**src/rtl/receive_packet_ddr.sv**
```systemverilog
// Receives one TSE Avalon-ST frame per arm command and stores it in DDR as
// 256-bit words: payload at base+1 onward, byte-count word at base written last.
module receive_packet_ddr #(
  parameter int unsigned MAX_BYTES = 255,
  parameter int unsigned ADDR_W    = 25
) (
  input  logic              clk_original,
  input  logic              rst,
  input  logic              cmd_receive,
  input  logic [ADDR_W-1:0] start_ram_addr,
  input  logic [7:0]        ff_rx_data,
  input  logic              ff_rx_dval,
  input  logic              ff_rx_sop,
  input  logic              ff_rx_eop,
  input  logic              ff_rx_err,
  output logic              ff_rx_rdy,
  output logic [ADDR_W-1:0] ram_address,
  output logic [255:0]      ram_data_write,
  output logic              ram_wren,
  input  logic              ram_ready,
  output logic              busy,
  output logic              pkt_done,
  output logic              pkt_drop,
  output logic [10:0]       rx_len
);

  typedef enum logic [2:0] {
    IDLE,
    WAIT_SOP,
    RX,
    DISCARD,
    FLUSH,
    WRITE_LEN,
    DROP
  } state_t;

  localparam logic [10:0] MAX_CNT = 11'(MAX_BYTES);

  state_t            state;
  logic [ADDR_W-1:0] base_addr;
  logic [10:0]       cnt;
  logic [255:0]      asm_reg;
  logic [255:0]      asm_next;
  logic              hold_valid;
  logic              beat;
  logic              store;
  logic              push;
  logic [4:0]        k;
  logic [7:0]        lsb;
  logic [ADDR_W-1:0] word_addr;

  assign beat      = ff_rx_dval & ff_rx_rdy;
  assign k         = cnt[4:0];
  // Big-endian within each 32-bit lane: byte k lands at lane k/4, slot 3-k%4.
  assign lsb       = {k[4:2], ~k[1:0], 3'b000};
  assign word_addr = base_addr + ADDR_W'(cnt[10:5]) + ADDR_W'(1);

  assign ram_wren  = hold_valid;
  assign busy      = (state != IDLE);
  assign ff_rx_rdy = (state == WAIT_SOP) | ((state == RX) & ~hold_valid) |
                     (state == DISCARD);

  always_comb begin
    asm_next           = asm_reg;
    asm_next[lsb +: 8] = ff_rx_data;
  end

  always_comb begin
    store = 1'b0;
    push  = 1'b0;
    case (state)
      WAIT_SOP: begin
        store = beat & ff_rx_sop;
        push  = beat & ff_rx_sop & ff_rx_eop;
      end
      RX: begin
        store = beat & ~ff_rx_sop & (cnt != MAX_CNT);
        push  = beat & ~ff_rx_sop & (cnt != MAX_CNT) & (ff_rx_eop | (k == 5'd31));
      end
      default: begin
        store = 1'b0;
        push  = 1'b0;
      end
    endcase
  end

  always_ff @(posedge clk_original or posedge rst) begin
    if (rst) begin
      state          <= IDLE;
      base_addr      <= '0;
      cnt            <= '0;
      asm_reg        <= '0;
      hold_valid     <= 1'b0;
      ram_address    <= '0;
      ram_data_write <= '0;
      pkt_done       <= 1'b0;
      pkt_drop       <= 1'b0;
      rx_len         <= '0;
    end else begin
      pkt_done <= 1'b0;
      pkt_drop <= 1'b0;

      if (hold_valid && ram_ready)
        hold_valid <= 1'b0;

      // A completed word is only pushed while the hold register is empty,
      // so the load below never overwrites a pending write.
      if (store) begin
        cnt <= cnt + 11'd1;
        if (push) begin
          ram_data_write <= asm_next;
          ram_address    <= word_addr;
          hold_valid     <= 1'b1;
          asm_reg        <= '0;
        end else begin
          asm_reg <= asm_next;
        end
      end

      case (state)
        IDLE: begin
          if (cmd_receive) begin
            base_addr <= start_ram_addr;
            cnt       <= '0;
            asm_reg   <= '0;
            state     <= WAIT_SOP;
          end
        end
        WAIT_SOP: begin
          if (beat && ff_rx_sop) begin
            if (ff_rx_eop)
              state <= ff_rx_err ? DROP : FLUSH;
            else
              state <= RX;
          end
        end
        RX: begin
          if (beat) begin
            if (ff_rx_sop || cnt == MAX_CNT)
              state <= ff_rx_eop ? DROP : DISCARD;
            else if (ff_rx_eop)
              state <= ff_rx_err ? DROP : FLUSH;
          end
        end
        DISCARD: begin
          if (beat && ff_rx_eop)
            state <= DROP;
        end
        FLUSH: begin
          if (!hold_valid) begin
            ram_data_write <= 256'(cnt);
            ram_address    <= base_addr;
            hold_valid     <= 1'b1;
            state          <= WRITE_LEN;
          end
        end
        // The done/drop pulse is issued while still outside IDLE so an arm
        // arriving in the same cycle is ignored.
        WRITE_LEN: begin
          if (pkt_done) begin
            state <= IDLE;
          end else if (hold_valid && ram_ready) begin
            rx_len   <= cnt;
            pkt_done <= 1'b1;
          end
        end
        DROP: begin
          if (pkt_drop)
            state <= IDLE;
          else if (!hold_valid)
            pkt_drop <= 1'b1;
        end
        default: state <= IDLE;
      endcase
    end
  end

endmodule

```
**config.mk**
```make
export PLATFORM = sky130hd
export DESIGN_NAME = receive_packet_ddr
export DESIGN_NICKNAME = d
export VERILOG_FILES = /design/src/rtl/receive_packet_ddr.sv
export SDC_FILE = /design/constraint.sdc
export NUM_CORES = 2
export LEC_CHECK = 0
export BUFFER_PORTS_ARGS = -buffer_cell sky130_fd_sc_hd__buf_2
export CORE_UTILIZATION = 63
export CTS_CLUSTER_SIZE = 8
export DETAILED_ROUTE_END_ITERATION = 6
export PLACE_DENSITY = 0.86
export RECOVER_POWER = 50
export SKIP_CTS_REPAIR_TIMING = 1
export SLEW_MARGIN = 40
export SYNTH_ARGS = -nofsm -noshare
export SYNTH_HDL_FRONTEND = slang
export SYNTH_SLANG_ARGS = --single-unit
```
**constraint.sdc**
```tcl
create_clock -name clk_original -period 35.4 [get_ports clk_original]
set_input_delay 10.62 -clock clk_original [delete_from_list [all_inputs] [get_ports clk_original]]
set_output_delay 10.62 -clock clk_original [all_outputs]
set_load 0.02 [all_outputs]
```
# After elaboration in Yosys (flattened, before gate mapping)
# Cells that the tools add are included.
# word_totals
reg_bits	590
input_bits	41
output_inout_bits	297
elab_cells	98
# op_classes
add_sub_neg	4
eq_ne	17
n_shift	2
n_mux	42
n_bitwise	14
reduce_logical	9
# op_table
op	count
2-to-1 mux 256 bit	8
bitwise mux 256 bit	1
variable shift 8 x 10 -> 256 bit, first input constant	1
indexed part select 8 x 10 -> 256 bit	1
2-to-1 mux 25 bit	4
2-to-1 mux 11 bit	3
2-to-1 mux 3 bit	11
adder 25 x 1 -> 25 bit, second input constant	1
adder 25 x 6 -> 25 bit	1
one-hot mux 3 bit (7 select lines)	1
adder 11 x 1 -> 11 bit, second input constant	1
== test 11 x 8 -> 1 bit, second input constant	1
2-to-1 mux 1 bit	11
!= test 11 x 8 -> 1 bit, second input constant	1
!= test 2 bit, second input constant	5
negation 8 -> 10 bit	1
== test 3 bit, second input constant	3
AND reduction 8 bit	1
bitwise AND 1 bit	7
== test 3 x 2 -> 1 bit, second input constant	2
== test 5 bit, second input constant	1
!= test 2 x 1 -> 1 bit, second input constant	2
one-hot mux 1 bit (2 select lines)	2
== test 3 x 1 -> 1 bit, second input constant	1
11 further kinds	17

# Logic depth before layout (Yosys ltp)
# depth
word_depth	13
depth_mapped	12
depth_no_buf	10

# Least setup slack after synthesis
# Ideal clock, no wire load.
# synth_timing
path_type	in2reg
start	input port ff_rx_dval
end	register ram_address[21]
setup_time_ps	127
arrival_time_ps	11971
required_time_ps	35273
setup_slack_ps	23303
cell_stages	8
path_buffers	2
path_cell_list	nor2b_1 and2_1 a31o_2 buf_6 buf_6 nand4_1 o22ai_1 o2bb2a_1
# synth_via
elab_chain_cells	9
elab_cells_between_ends	12
cone_classes	mux: 6; bitwise: 6
# synth_rtl
element	line_no	source
start: declaration	12	input logic ff_rx_dval,
bitwise AND 1 bit *	52	assign beat = ff_rx_dval & ff_rx_rdy;
bitwise AND 1 bit (2 in a row)	77, 78	
bitwise AND 1 bit	78	push = beat & ~ff_rx_sop & (cnt != MAX_CNT) & (ff_rx_eop | (k == 5'd31));
one-hot mux 1 bit (2 select lines)	71	case (state)
2-to-1 mux 25 bit	110	if (push) begin
2-to-1 mux 25 bit *	108	if (store) begin
2-to-1 mux 25 bit	150	if (!hold_valid) begin
2-to-1 mux 25 bit *	120	case (state)
end signal: assignment	112	ram_address <= word_addr;
end signal: assignment	152	ram_address <= base_addr;
end: declaration	17	output logic [ADDR_W-1:0] ram_address,
# Mark *: on every way between the ends. The rest lies on a longest branch, timed or not.
# A chain may end at the register's enable or synchronous reset.

==> impl_metrics.py <==
metrics = {
    "logic_synthesis": {
        "synth_largest_area_cell": "dfrtp_1",
        "yosys.area_share.simple_pct": 14.0,
        "synth_top_area_share_pct": 55.0,
        "syn_nets": 2710,
        "synth.distinct_cells": 81,
        "ys.flop_type": "dfrtp_1",
        "synthTopCellsByCount": "dfrtp_1 (590), nor2_1 (330), a21oi_1 (226), nand2_1 (189), o2bb2ai_1 (176)",
        "synth_adder_area_share_pct": 0.588,
        "synth_top_family_by_area": "compound AO/OA/AOI/OAI gates",
        "async_flop_share_pct": 100,
        "synth_compound_area_share_pct": 21.5,
        "syn_area_mm2": 0.0268,
        "avgSynthCellArea_um2": 10.1,
        "yosys-mux-area-fraction_pct": 4.03,
        "synth_seq_cells": 590,
        "synth_most_common_cell": "dfrtp_1",
        "synth_edf_count": 0,
        "synth_xor_xnor_area_share_pct": 0.392,
        "yosysSeqAreaShare_pct": 55.0,
        "yosys_warnings": 0,
        "synthTopCellsByArea": "dfrtp_1 (55%), o2bb2ai_1 (5.7%), nor2_1 (4.6%)",
        "synthCells": 2657,
    },
    "routing": {
        "postRouteAntennaNets": 0,
        "wl_per_cell_um": 23.1,
        "drc": 0,
        "vias": 22800,
        "drt_iter0_markers": 2452,
        "drtPass1Iterations": 5,
        "routed_wl_mm": 79.4,
        "vias_per_cell": 6.66,
    },
    "clocking": {
        "cts.sinks": 590,
        "cts_max_level": 3,
        "cts_tree": "built",
        "cts_root_buf": "clkbuf_16",
        "cts_buffer_depth": 3,
        "numCtsBuffers": 83,
        "clk_latency_ns": 0.60,
        "path_clk_slew_ns": 0.05,
    },
    "die": {
        "die_area_mm2": 0.0434,
        "io_pins": 338,
        "core-area_mm2": 0.0419,
        "initial_core_util_pct": 63.9,
        "die_w_um": 208,
        "die_h_um": 208,
        "num_rows": 75,
    },
    "final_layout": {
        "fin_cells": 3430,
        "area_growth_pct": 13.0,
        "nets": 2939,
        "insertedDiodeCount": 0,
        "layout-drive-gt1-share_pct": 7.44,
        "final_util_pct": 72.2,
        "final_cell_area_mm2": 0.0303,
        "fillers": 3096,
    },
    "worst_setup_path": {
        "path_cells": "buf_2 -> clkinvlp_2 -> clkbuf_1",
        "rrSetupSlack_ns": 29.53,
        "required_ns": 35.08,
        "cp.arrival_ns": 17.10,
        "slowest_delay_ns": 3.19,
        "path_delay_family": "buffers and inverters",
        "crit_type": "in2async",
        "path_buf_inv": 3,
        "endpoint_kind": "async pin",
        "cp_max_fo": 127,
        "cp-start-kind": "primary input",
        "cp_slowest_cell": "clkbuf_1",
    },
    "placed_design": {
        "placed_area_mm2": 0.0285,
        "place_congestion": 0.936,
        "port_buffers": 337,
        "hpwl_mm": 50.0,
        "placedCellCount": 3339,
    },
    "timing": {
        "finalSetupTns_ns": 0,
        "clock_skew_ns": 0.0178,
        "max_freq_mhz": 57.4,
        "setup_violations": 0,
        "slew_viol_final": 451,
        "tightest_slew_ns": 5.46,
        "post-route-period-util_pct": 49.2,
        "hold_viol_final": 0,
        "rsz0062_at_grt": "false",
        "fin_crit_ns": 17.42,
        "relSlewSlack_pct": -266,
    },
    "job": {
        "cap_violations": 7,
    },
    "power_and_ir_drop": {
        "power_leakage_nw": 13.1,
        "power_density_mw_per_mm2": 81.2,
        "total_power_mw": 2.46,
        "vdd_ir_drop_max_mv": 0.0514,
    },
    "global_routing": {
        "antenna_found_initial": 0,
        "grt_remaining_overflow": 0,
        "track_usage_pct": 36.5,
        "grt_first_pass_wirelength_mm": 125,
        "grt_max_degree": 128,
        "grt_pass1_vias": 22400,
    },
    "worst_hold_path": {
        "worstHoldPathType": "reg2reg",
    },
    "outcome": {
        "violations": "max-capacitance violations, max-slew violations",
        "status": "finished with violations",
    },
}
## layout by cell type (no fill, tap or decap), types with 11 or more instances in the layout
master,n
mux2_2,15
buf_2,39
o21ai_0,120
ha_1,11
a211oi_1,144
nand3_1,76
a2bb2oi_1,17
inv_1,42
clkbuf_1,304
o2bb2ai_1,176
o22ai_1,14
a22o_1,58
dfrtp_1,590
a21oi_1,223
or3_1,19
nor2_1,339
buf_4,15
nand2b_1,14
mux2i_1,91
nand2_1,186
nor3_1,127
clkbuf_16,87
## worst reg2reg max path: stages, from the launching register on
cell and delay (ns):
dfrtp_1 0.57, nor3_1 0.41, and2_0 1.39, clkbuf_1 2.21, nor2_1 0.80, o2bb2ai_1 0.37
## kinds of logic after synthesis
logic type,count (synthesis)
muxes,106
adders and majority gates,12
buffers and inverters,266
DFF,590
and+or+nand+nor,838
xor gates and xnor gates,12
AOI/OAI and AO/OA,833
## per-stage QoR
step	setup WS (ns)	hold WS [ns]
floorplan	8.27	0.455
global placement	21.42	0.434
detailed placement	21.51	0.445
CTS	22.01	0.451
global route	16.37	0.472
finish	17.98	0.454
## report_power, final
| part | internal (mW) | switching [mW] |
|---|---|---|
| logic | 0.217 | 0.593 |
| clock network | 0.428 | 0.274 |
| registers | 0.827 | 0.120 |
## final timing paths
| check | from | to | cells past startpoint |
|---|---|---|---|
| min | pkt_drop$_DFF_PP0_ | pkt_drop$_DFF_PP0_ | 1 |
| max in group clk_original | cmd_receive | asm_reg[179]$_DFF_PP0_ | 5 |
| max | rst | ram_data_write[79]$_DFF_PP0_ | 3 |
| min reg2reg | pkt_drop$_DFF_PP0_ | pkt_drop$_DFF_PP0_ | 1 |
| max reg2reg | state[1]$_DFFE_PP0P_ | asm_reg[179]$_DFF_PP0_ | 5 |
| min in group asynchronous | rst | base_addr[18]$_DFFE_PP0P_ | 2 |
## final cells by class
cell class                 instances  area (um2)  share of cell area (%)
inverter                          43         163                   0.537
sequential                       590       14800                    48.7
timing repair buffer             367        1570                    5.19
tap                              539         674                    2.23
clock buffer                      89        2180                    7.21
multi-input combinational       1801       10900                    36.1
clock inverter                     1        8.76                  0.0289
## per-layer routing
layer	part of all wire [%]	vias to the layer above	global-route usage (%)	wire (um)
met5	0	-	0	0
met4	4.1	0	16.0	3260
met3	9.8	234	7.49	7780
met2	46	1352	56.6	36800
met1	40	11200	50.1	31600
li1	-	10000	-	-
(Power assumes the default switching activity.)
